## config.mk

```make
export PLATFORM = sky130hd
export DESIGN_NAME = hazard_ctrl_unit_flat
export DESIGN_NICKNAME = d
export VERILOG_FILES = /design/src/rtl/hazard_ctrl_unit_pkg.sv /design/src/rtl/hazard_ctrl_unit_if.sv /design/src/rtl/hazard_ctrl_unit_sat_counter.sv /design/src/rtl/hazard_ctrl_unit.sv /design/src/flat_wrapper.sv
export SDC_FILE = /design/constraint.sdc
export NUM_CORES = 1
export LEC_CHECK = 0
export CAP_MARGIN = 20
export CORE_MARGIN = 5
export CORE_UTILIZATION = 47
export DETAILED_ROUTE_END_ITERATION = 6
export GPL_ROUTABILITY_DRIVEN = 1
export PLACE_DENSITY = 0.8
export SLEW_MARGIN = 0
export SYNTH_ARGS = -nofsm -noshare
export SYNTH_HDL_FRONTEND = slang
export SYNTH_SLANG_ARGS = --single-unit
```

## constraint.sdc

```tcl
create_clock -name clk_CPU -period 3.01 [get_ports clk_CPU]
set_clock_uncertainty 0.15 [all_clocks]
set_input_delay 0.602 -clock clk_CPU [delete_from_list [all_inputs] [get_ports clk_CPU]]
set_output_delay 0.602 -clock clk_CPU [all_outputs]
set_load 0.02 [all_outputs]
```

## src/rtl/hazard_ctrl_unit_pkg.sv

```systemverilog
// -----------------------------------------------------------------------------
// hazard_pkg
// Shared types and constants for the pipeline hazard controller.
//   state_e   : controller FSM states (normal flow / multi-cycle EX wait)
//   FWD_*     : EX operand forwarding select encodings
// -----------------------------------------------------------------------------
package hazard_pkg;

  typedef enum logic {
    ST_RUN   = 1'b0,
    ST_MULTI = 1'b1
  } state_e;

  localparam logic [1:0] FWD_RF  = 2'b00;  // operand from register file
  localparam logic [1:0] FWD_WB  = 2'b01;  // operand from WB stage result
  localparam logic [1:0] FWD_MEM = 2'b10;  // operand from MEM stage result

endpackage

```

## src/rtl/hazard_ctrl_unit_if.sv

```systemverilog
// -----------------------------------------------------------------------------
// hazard_ctrl_unit_if
// Bundle between the pipeline datapath and the hazard controller.
//   master : pipeline side - drives stage register/control info, consumes
//            forwarding selects, enables, flushes, status and counters
//   slave  : hazard controller side
// Parameters: REG_AW register address width, CNT_W performance counter width.
// -----------------------------------------------------------------------------
interface hazard_ctrl_unit_if #(
  parameter int REG_AW = 5,
  parameter int CNT_W  = 32
);

  // ID stage
  logic [REG_AW-1:0] id_rs;
  logic [REG_AW-1:0] id_rt;
  logic              id_uses_rs;
  logic              id_uses_rt;
  // EX stage
  logic [REG_AW-1:0] ex_rs;
  logic [REG_AW-1:0] ex_rt;
  logic [REG_AW-1:0] ex_rd;
  logic              ex_regwrite;
  logic              ex_memread;
  logic              ex_multi_req;
  logic              ex_multi_done;
  // MEM / WB stages
  logic [REG_AW-1:0] mem_rd;
  logic [REG_AW-1:0] wb_rd;
  logic              mem_regwrite;
  logic              wb_regwrite;
  logic              wb_valid;
  logic              mem_redirect;

  // Controller outputs
  logic [1:0]        fwd_a;
  logic [1:0]        fwd_b;
  logic              pc_en;
  logic              if_id_en;
  logic              id_ex_en;
  logic              if_id_flush;
  logic              id_ex_flush;
  logic              ex_mem_flush;
  logic              multi_abort;
  logic              multi_err;
  logic [CNT_W-1:0]  stall_cnt;
  logic [CNT_W-1:0]  flush_cnt;
  logic [CNT_W-1:0]  retire_cnt;

  modport master (
    output id_rs, id_rt, id_uses_rs, id_uses_rt,
           ex_rs, ex_rt, ex_rd, ex_regwrite, ex_memread,
           ex_multi_req, ex_multi_done,
           mem_rd, wb_rd, mem_regwrite, wb_regwrite, wb_valid, mem_redirect,
    input  fwd_a, fwd_b, pc_en, if_id_en, id_ex_en,
           if_id_flush, id_ex_flush, ex_mem_flush,
           multi_abort, multi_err, stall_cnt, flush_cnt, retire_cnt
  );

  modport slave (
    input  id_rs, id_rt, id_uses_rs, id_uses_rt,
           ex_rs, ex_rt, ex_rd, ex_regwrite, ex_memread,
           ex_multi_req, ex_multi_done,
           mem_rd, wb_rd, mem_regwrite, wb_regwrite, wb_valid, mem_redirect,
    output fwd_a, fwd_b, pc_en, if_id_en, id_ex_en,
           if_id_flush, id_ex_flush, ex_mem_flush,
           multi_abort, multi_err, stall_cnt, flush_cnt, retire_cnt
  );

endinterface

```

## src/rtl/hazard_ctrl_unit_sat_counter.sv

```systemverilog
// -----------------------------------------------------------------------------
// sat_counter
// W-bit event counter that sticks at all-ones instead of wrapping.
//   clk_CPU   : clock
//   rst_CPU_n : synchronous active-low reset, clears the count
//   inc       : count one event this cycle
//   count     : current value
// -----------------------------------------------------------------------------
module sat_counter #(
  parameter int W = 32
) (
  input  logic         clk_CPU,
  input  logic         rst_CPU_n,
  input  logic         inc,
  output logic [W-1:0] count
);

  // NOTE: registers are updated with non-blocking assignments so every flop
  // samples pre-edge values, independent of block evaluation order.
  always_ff @(posedge clk_CPU) begin
    if (!rst_CPU_n) begin
      count <= '0;
    end else if (inc && (count != '1)) begin
      count <= count + 1'b1;
    end
  end

endmodule

```

## src/rtl/hazard_ctrl_unit.sv

```systemverilog
// -----------------------------------------------------------------------------
// hazard_ctrl_unit
// Hazard controller for the 5-stage MIPS pipeline (branches resolve in MEM).
// Produces EX forwarding selects, load-use / no-forwarding RAW stalls,
// multi-cycle EX freeze with a done handshake, redirect flushes, a sticky
// multi-cycle timeout flag and three saturating performance counters.
//
// Ports:
//   clk_CPU    : clock
//   rst_CPU_n  : synchronous active-low reset; while low, all stage enables
//                are 0, all flushes are 1 and forwarding selects read the RF
//   hz (slave) : pipeline bundle, see hazard_ctrl_unit_if
//
// Parameters:
//   REG_AW        register address width (must match the interface)
//   FWD_EN        1 = forwarding network present, 0 = stall on any RAW
//                 against the EX or MEM destination
//   MULTI_TIMEOUT cycles spent waiting in MULTI before multi_err sets
//   CNT_W         performance counter width (must match the interface)
// -----------------------------------------------------------------------------
module hazard_ctrl_unit
  import hazard_pkg::*;
#(
  parameter int REG_AW        = 5,
  parameter int FWD_EN        = 1,
  parameter int MULTI_TIMEOUT = 64,
  parameter int CNT_W         = 32
) (
  input logic             clk_CPU,
  input logic             rst_CPU_n,
  hazard_ctrl_unit_if.slave hz
);

  localparam bit FWD_ON = (FWD_EN != 0);
  localparam int TMO_W  = $clog2(MULTI_TIMEOUT + 1);
  // The err flag sets on the edge that closes the MULTI_TIMEOUT-th MULTI cycle.
  localparam logic [TMO_W-1:0] TMO_LAST = TMO_W'(MULTI_TIMEOUT - 1);
  localparam logic [TMO_W-1:0] TMO_MAX  = TMO_W'(MULTI_TIMEOUT);

  state_e            state;
  state_e            state_nxt;
  logic [TMO_W-1:0]  tmo_cnt;
  logic              multi_err_q;

  logic              raw_ex;
  logic              raw_mem;
  logic              hazard;

  logic [1:0]        fwd_a;
  logic [1:0]        fwd_b;
  logic              pc_en;
  logic              if_id_en;
  logic              id_ex_en;
  logic              if_id_flush;
  logic              id_ex_flush;
  logic              ex_mem_flush;
  logic              multi_abort;

  // Forwarding source for one EX operand; MEM holds the younger result so it
  // wins when both stages target the same register. r0 is never forwarded.
  function automatic logic [1:0] fwd_sel(
    input logic [REG_AW-1:0] src,
    input logic [REG_AW-1:0] mem_rd,
    input logic              mem_we,
    input logic [REG_AW-1:0] wb_rd,
    input logic              wb_we
  );
    if (mem_we && (mem_rd != '0) && (mem_rd == src)) return FWD_MEM;
    if (wb_we  && (wb_rd  != '0) && (wb_rd  == src)) return FWD_WB;
    return FWD_RF;
  endfunction

  // True when the ID instruction reads register x (x != r0).
  function automatic logic raw_hit(
    input logic [REG_AW-1:0] x,
    input logic [REG_AW-1:0] rs,
    input logic              uses_rs,
    input logic [REG_AW-1:0] rt,
    input logic              uses_rt
  );
    return (x != '0) && ((uses_rs && (rs == x)) || (uses_rt && (rt == x)));
  endfunction

  assign raw_ex  = raw_hit(hz.ex_rd,  hz.id_rs, hz.id_uses_rs, hz.id_rt, hz.id_uses_rt);
  assign raw_mem = raw_hit(hz.mem_rd, hz.id_rs, hz.id_uses_rs, hz.id_rt, hz.id_uses_rt);

  // With forwarding only a load in EX needs a bubble; without it, any pending
  // write in EX or MEM blocks ID. The register file writes before it reads,
  // so a WB producer never stalls.
  assign hazard = FWD_ON ? (hz.ex_memread && hz.ex_regwrite && raw_ex)
                         : ((hz.ex_regwrite && raw_ex) || (hz.mem_regwrite && raw_mem));

  // ---------------------------------------------------------------------------
  // Combinational control outputs and next state
  // ---------------------------------------------------------------------------
  // NOTE: every signal assigned here gets a default at the top of the block so
  // no path leaves it unassigned and no latch is inferred.
  always_comb begin
    state_nxt    = state;
    fwd_a        = FWD_RF;
    fwd_b        = FWD_RF;
    pc_en        = 1'b1;
    if_id_en     = 1'b1;
    id_ex_en     = 1'b1;
    if_id_flush  = 1'b0;
    id_ex_flush  = 1'b0;
    ex_mem_flush = 1'b0;
    multi_abort  = 1'b0;

    if (!rst_CPU_n) begin
      pc_en        = 1'b0;
      if_id_en     = 1'b0;
      id_ex_en     = 1'b0;
      if_id_flush  = 1'b1;
      id_ex_flush  = 1'b1;
      ex_mem_flush = 1'b1;
    end else begin
      if (FWD_ON) begin
        fwd_a = fwd_sel(hz.ex_rs, hz.mem_rd, hz.mem_regwrite, hz.wb_rd, hz.wb_regwrite);
        fwd_b = fwd_sel(hz.ex_rt, hz.mem_rd, hz.mem_regwrite, hz.wb_rd, hz.wb_regwrite);
      end

      unique case (state)
        ST_RUN: begin
          if (hz.mem_redirect) begin
            // Wrong-path instructions in IF/ID/EX are squashed; fetch the target.
            if_id_flush  = 1'b1;
            id_ex_flush  = 1'b1;
            ex_mem_flush = 1'b1;
          end else if (hz.ex_multi_req && !hz.ex_multi_done) begin
            pc_en        = 1'b0;
            if_id_en     = 1'b0;
            id_ex_en     = 1'b0;
            ex_mem_flush = 1'b1;
            state_nxt    = ST_MULTI;
          end else if (hazard) begin
            pc_en       = 1'b0;
            if_id_en    = 1'b0;
            id_ex_flush = 1'b1;
          end
        end

        ST_MULTI: begin
          if (hz.mem_redirect) begin
            if_id_flush  = 1'b1;
            id_ex_flush  = 1'b1;
            ex_mem_flush = 1'b1;
            multi_abort  = 1'b1;
            state_nxt    = ST_RUN;
          end else if (hz.ex_multi_done) begin
            // Result is captured into EX/MEM; ID may still need a bubble.
            state_nxt = ST_RUN;
            if (hazard) begin
              pc_en       = 1'b0;
              if_id_en    = 1'b0;
              id_ex_flush = 1'b1;
            end
          end else begin
            pc_en        = 1'b0;
            if_id_en     = 1'b0;
            id_ex_en     = 1'b0;
            ex_mem_flush = 1'b1;
          end
        end

        default: state_nxt = ST_RUN;
      endcase
    end
  end

  // ---------------------------------------------------------------------------
  // FSM, timeout counter and sticky error
  // ---------------------------------------------------------------------------
  always_ff @(posedge clk_CPU) begin
    if (!rst_CPU_n) begin
      state       <= ST_RUN;
      tmo_cnt     <= '0;
      multi_err_q <= 1'b0;
    end else begin
      state <= state_nxt;
      // Held at zero in RUN, so every entry into MULTI starts from zero.
      if (state != ST_MULTI) begin
        tmo_cnt <= '0;
      end else if (tmo_cnt != TMO_MAX) begin
        tmo_cnt <= tmo_cnt + 1'b1;
      end
      if ((state == ST_MULTI) && (tmo_cnt == TMO_LAST)) begin
        multi_err_q <= 1'b1;
      end
    end
  end

  // ---------------------------------------------------------------------------
  // Performance counters
  // ---------------------------------------------------------------------------
  sat_counter #(.W(CNT_W)) u_stall_cnt (
    .clk_CPU   (clk_CPU),
    .rst_CPU_n (rst_CPU_n),
    .inc       (!pc_en && rst_CPU_n),
    .count     (hz.stall_cnt)
  );

  sat_counter #(.W(CNT_W)) u_flush_cnt (
    .clk_CPU   (clk_CPU),
    .rst_CPU_n (rst_CPU_n),
    .inc       (hz.mem_redirect),
    .count     (hz.flush_cnt)
  );

  sat_counter #(.W(CNT_W)) u_retire_cnt (
    .clk_CPU   (clk_CPU),
    .rst_CPU_n (rst_CPU_n),
    .inc       (hz.wb_valid),
    .count     (hz.retire_cnt)
  );

  assign hz.fwd_a        = fwd_a;
  assign hz.fwd_b        = fwd_b;
  assign hz.pc_en        = pc_en;
  assign hz.if_id_en     = if_id_en;
  assign hz.id_ex_en     = id_ex_en;
  assign hz.if_id_flush  = if_id_flush;
  assign hz.id_ex_flush  = id_ex_flush;
  assign hz.ex_mem_flush = ex_mem_flush;
  assign hz.multi_abort  = multi_abort;
  assign hz.multi_err    = multi_err_q;

endmodule
```

## src/flat_wrapper.sv

```systemverilog
// flat-port wrapper written by rule: the top's interface ports become plain ports
module hazard_ctrl_unit_flat import hazard_pkg::*;
#(
  parameter int REG_AW        = 5,
  parameter int FWD_EN        = 1,
  parameter int MULTI_TIMEOUT = 64,
  parameter int CNT_W         = 32
)
  (clk_CPU, rst_CPU_n, hz_id_rs, hz_id_rt, hz_id_uses_rs, hz_id_uses_rt, hz_ex_rs, hz_ex_rt, hz_ex_rd, hz_ex_regwrite, hz_ex_memread, hz_ex_multi_req, hz_ex_multi_done, hz_mem_rd, hz_wb_rd, hz_mem_regwrite, hz_wb_regwrite, hz_wb_valid, hz_mem_redirect, hz_fwd_a, hz_fwd_b, hz_pc_en, hz_if_id_en, hz_id_ex_en, hz_if_id_flush, hz_id_ex_flush, hz_ex_mem_flush, hz_multi_abort, hz_multi_err, hz_stall_cnt, hz_flush_cnt, hz_retire_cnt);
  hazard_ctrl_unit_if #(.REG_AW(REG_AW), .CNT_W(CNT_W)) hz_i ();
  input logic clk_CPU;
  input logic rst_CPU_n;
  input wire logic [$bits(hz_i.id_rs)-1:0] hz_id_rs;
  input wire logic [$bits(hz_i.id_rt)-1:0] hz_id_rt;
  input wire logic [$bits(hz_i.id_uses_rs)-1:0] hz_id_uses_rs;
  input wire logic [$bits(hz_i.id_uses_rt)-1:0] hz_id_uses_rt;
  input wire logic [$bits(hz_i.ex_rs)-1:0] hz_ex_rs;
  input wire logic [$bits(hz_i.ex_rt)-1:0] hz_ex_rt;
  input wire logic [$bits(hz_i.ex_rd)-1:0] hz_ex_rd;
  input wire logic [$bits(hz_i.ex_regwrite)-1:0] hz_ex_regwrite;
  input wire logic [$bits(hz_i.ex_memread)-1:0] hz_ex_memread;
  input wire logic [$bits(hz_i.ex_multi_req)-1:0] hz_ex_multi_req;
  input wire logic [$bits(hz_i.ex_multi_done)-1:0] hz_ex_multi_done;
  input wire logic [$bits(hz_i.mem_rd)-1:0] hz_mem_rd;
  input wire logic [$bits(hz_i.wb_rd)-1:0] hz_wb_rd;
  input wire logic [$bits(hz_i.mem_regwrite)-1:0] hz_mem_regwrite;
  input wire logic [$bits(hz_i.wb_regwrite)-1:0] hz_wb_regwrite;
  input wire logic [$bits(hz_i.wb_valid)-1:0] hz_wb_valid;
  input wire logic [$bits(hz_i.mem_redirect)-1:0] hz_mem_redirect;
  output wire logic [$bits(hz_i.fwd_a)-1:0] hz_fwd_a;
  output wire logic [$bits(hz_i.fwd_b)-1:0] hz_fwd_b;
  output wire logic [$bits(hz_i.pc_en)-1:0] hz_pc_en;
  output wire logic [$bits(hz_i.if_id_en)-1:0] hz_if_id_en;
  output wire logic [$bits(hz_i.id_ex_en)-1:0] hz_id_ex_en;
  output wire logic [$bits(hz_i.if_id_flush)-1:0] hz_if_id_flush;
  output wire logic [$bits(hz_i.id_ex_flush)-1:0] hz_id_ex_flush;
  output wire logic [$bits(hz_i.ex_mem_flush)-1:0] hz_ex_mem_flush;
  output wire logic [$bits(hz_i.multi_abort)-1:0] hz_multi_abort;
  output wire logic [$bits(hz_i.multi_err)-1:0] hz_multi_err;
  output wire logic [$bits(hz_i.stall_cnt)-1:0] hz_stall_cnt;
  output wire logic [$bits(hz_i.flush_cnt)-1:0] hz_flush_cnt;
  output wire logic [$bits(hz_i.retire_cnt)-1:0] hz_retire_cnt;
  assign hz_i.id_rs = hz_id_rs;
  assign hz_i.id_rt = hz_id_rt;
  assign hz_i.id_uses_rs = hz_id_uses_rs;
  assign hz_i.id_uses_rt = hz_id_uses_rt;
  assign hz_i.ex_rs = hz_ex_rs;
  assign hz_i.ex_rt = hz_ex_rt;
  assign hz_i.ex_rd = hz_ex_rd;
  assign hz_i.ex_regwrite = hz_ex_regwrite;
  assign hz_i.ex_memread = hz_ex_memread;
  assign hz_i.ex_multi_req = hz_ex_multi_req;
  assign hz_i.ex_multi_done = hz_ex_multi_done;
  assign hz_i.mem_rd = hz_mem_rd;
  assign hz_i.wb_rd = hz_wb_rd;
  assign hz_i.mem_regwrite = hz_mem_regwrite;
  assign hz_i.wb_regwrite = hz_wb_regwrite;
  assign hz_i.wb_valid = hz_wb_valid;
  assign hz_i.mem_redirect = hz_mem_redirect;
  assign hz_fwd_a = hz_i.fwd_a;
  assign hz_fwd_b = hz_i.fwd_b;
  assign hz_pc_en = hz_i.pc_en;
  assign hz_if_id_en = hz_i.if_id_en;
  assign hz_id_ex_en = hz_i.id_ex_en;
  assign hz_if_id_flush = hz_i.if_id_flush;
  assign hz_id_ex_flush = hz_i.id_ex_flush;
  assign hz_ex_mem_flush = hz_i.ex_mem_flush;
  assign hz_multi_abort = hz_i.multi_abort;
  assign hz_multi_err = hz_i.multi_err;
  assign hz_stall_cnt = hz_i.stall_cnt;
  assign hz_flush_cnt = hz_i.flush_cnt;
  assign hz_retire_cnt = hz_i.retire_cnt;
  hazard_ctrl_unit #(.REG_AW(REG_AW), .FWD_EN(FWD_EN), .MULTI_TIMEOUT(MULTI_TIMEOUT), .CNT_W(CNT_W)) u_core (.clk_CPU(clk_CPU), .rst_CPU_n(rst_CPU_n), .hz(hz_i));
endmodule
```

==> impl_metrics.toml <==
[placed_design]
placement.io_buffers = 154
placedCellCount = 979
gp_congestion = 0.868
pre_cts_ws_ps = -642
dp_hpwl_um = 11700
dpl-instance-area_um2 = 7390

[global_routing]
grt_pass1_wl_um = 26100
grt_pass1_vias = 5403
antenna_found_initial = 0
grt_max_degree = 49
grt_usage_pct = 21.8
grt-ovfl-total = 0

[clock_tree]
clock_path_buffers = 2
cts_sinks = 105
cts_buffers = 9
clk_pin_slew_ps = 70
post_cts_buffers = 0
cts-root-buf = "clkbuf_16"
h-tree-depth = 3
insertion_delay_ps = 350
cts_tree = "built"

[run_status]
violations = "setup timing"
status = "complete, but fails checks"

[sta]
max_freq_mhz = 332
fin_crit_sh_pct = 100
rsz0062_at_grt = "no"
max-slew-margin-rel_pct = 63.6
fin_crit_ps = 3010
tns_ps = -4.44
drv_slew = 0
setup_ws_ps = -4.44
setup_viol = 1
hold_viol = 0
worstMarginPinSlew_ps = 544

[worst_setup_path]
path_max_fanout = 3
cp.required_ps = 2260
cpLargestDelayFamily = "simple AND/OR/NAND/NOR gates"
cp_num_buf_inv = 2
crit_path_max_incr_delay_ps = 480
cp.arrival_ps = 2260
critical_path.cell_chain = "clkdlybuf4s50_1 > xor2_1 > or4_1 > nor4_1 > buf_2"
cp-end-kind = "output pin"
path_class = "in2out"
startpoint_type = "input port"
cp_slowest_cell = "clkdlybuf4s50_1"

[final_layout]
final_cells = 995
nNetsFinal = 899
area_growth_pct = 40.9
drive_above_1_share_pct = 8.92
fin_util_pct = 67.7
n_antenna_cell = 0
post-route-cell-area_um2 = 7770

[detailed_routing]
drc_errors = 0
drt-initial-drc-count = 390
wl_per_cell_um = 15.9
drt-vias-per-instance = 5.64
first_pass_iters = 5
postRouteAntennaNets = 0
routed_wl_um = 15800
via_count = 5612

[die]
num_rows = 39
die_x_um = 118
die_h_um = 118
die-area_um2 = 14000
design.portCount = 155
start_util_pct = 48.1
coreArea_um2 = 11500

[yosys]
postSynth.asyncResetShare_pct = 0
yosysMostFrequentCell = "dfxtp_1"
ys_seq_elements = 105
synth_top_area_share_pct = 38.1
syn_area_um2 = 5510
synthCells = 671
seq_area_frac_synth_pct = 38.1
synth_common_cells = "dfxtp_1, nor2_1, nand2_1, xor2_1, nand3_1"
syn_nets = 723
yosysTopAreaCell = "dfxtp_1"
synth-edff-count = 0
synthTopCellsByArea = "dfxtp_1, xor2_1, xnor2_1"
avgSynthCellArea_um2 = 8.21
ys_warn_count = 0
synth_cell_types = 51
synthFlopType = "dfxtp_1"

[pwr]
cellPowerDensity_nw_per_um2 = 379
seq_power_share_pct = 47.7
ir_worst_vdd_uv = 297
p_sw_share_pct = 23.0
p_leak_nw = 2.63
p_comb_share_pct = 8.9
p_clk_share_pct = 43.4
internal_power_mw = 2.26
p_sw_mw = 0.677

[flow_run]
maxCapViolCount = 0

[hold_path]
min_path_type = "reg2reg"
[flip-flops by register name (all words and copies together), names as in the netlist]
name / flops
u_core.hz.multi_err: 1
u_core.state: 1
u_core.tmo_cnt: 7
u_core.u_flush_cnt.count: 32
u_core.u_retire_cnt.count: 32
u_core.u_stall_cnt.count: 32
[final timing paths]
check                                                  start  slack, ps  cells past startpoint                            to
worst max-delay path                             hz_wb_rd[1]         -4                      5                   hz_fwd_a[0]
worst max register to register   u_core.u_flush_cnt.count[6]        300                      6   u_core.u_flush_cnt.count[3]
worst min-delay path            u_core.u_stall_cnt.count[21]        340                      2  u_core.u_stall_cnt.count[21]
worst min register to register  u_core.u_stall_cnt.count[21]        340                      2  u_core.u_stall_cnt.count[21]
[layer usage]
metal  GRT usage, %  vias to the layer above  wire length [µm]
li1               -                     2755                 -
met1           26.7                     2624              6650
met2           37.3                      202              7860
met3           4.49                       31               923
met4           8.75                        0               405
met5              0                        -                 0
[stage by stage]
step / power, mW / hold slack, ps
floorplan: 1.54 / 345
finish: 2.94 / 337
detailed placement: 1.69 / 334
CTS: 2.96 / 343
global route: 3.05 / 366
global placement: 1.68 / 314
[cell families (layout without fill, tap and decap cells)]
| group | count (synthesis) | in the layout | share of synthesized area, % |
|---|---|---|---|
| xor gates and xnor gates | 93 | 93 | 14.8 |
| muxes | 5 | 5 | 0.908 |
| adders and majority gates | 5 | 5 | 1.14 |
| DFF | 105 | 105 | 38.1 |
| and+or+nand+nor | 347 | 347 | 33.1 |
| buffers and inverters | 39 | 220 | 3.43 |
| AOI/OAI and AO/OA | 77 | 77 | 8.54 |
[placed cells by master, fill, tap and decap left out, types with 10 or more instances in the layout]
cell type        count
o31ai_1             10
inv_1               12
and3_1              15
dfxtp_1            105
xnor2_1             42
nand2_1             51
xor2_1              51
or4_1               12
or3_1               24
buf_4               37
nor2_1              88
nand4_1             40
o21ai_0             10
nor3_1              17
nor4_1              16
clkdlybuf4s50_1    133
nand3_1             43
a21oi_1             26
[worst min-delay path, cell delays in order (launching register included)]
cell and delay [ps]:
dfxtp_1 330, nand2_1 60, mux2i_1 50
[repair_timing]
| action | in CTS | in global routing |
|---|---|---|
| endpoints found under the hold margin | 0 | 0 |
| setup endpoints to repair | 11 | 8 |
| pin swaps | 11 | 9 |
| hold buffers | 0 | 0 |
| resized for setup | 49 | 9 |
[cell type report]
type | count | area, µm²
fillers | 903 | 3700
repair buffers | 191 | 1840
clock inverters | 7 | 98.8
flip-flops and latches | 105 | 2100
multi-input cells | 527 | 3280
well taps | 143 | 179
inverters | 13 | 48.8
clock buffers | 9 | 225
[power groups by stage]
| stage | clock network, mW | logic (mW) | registers (mW) |
|---|---|---|---|
| after floorplan | 0 | 0.0994 | 1.44 |
| after global placement | 0 | 0.249 | 1.43 |
| after detailed placement | 0 | 0.255 | 1.44 |
| after CTS | 1.30 | 0.258 | 1.40 |
| after global routing | 1.37 | 0.280 | 1.40 |
| final | 1.28 | 0.261 | 1.40 |
Power figures use the tool's default switching activity.
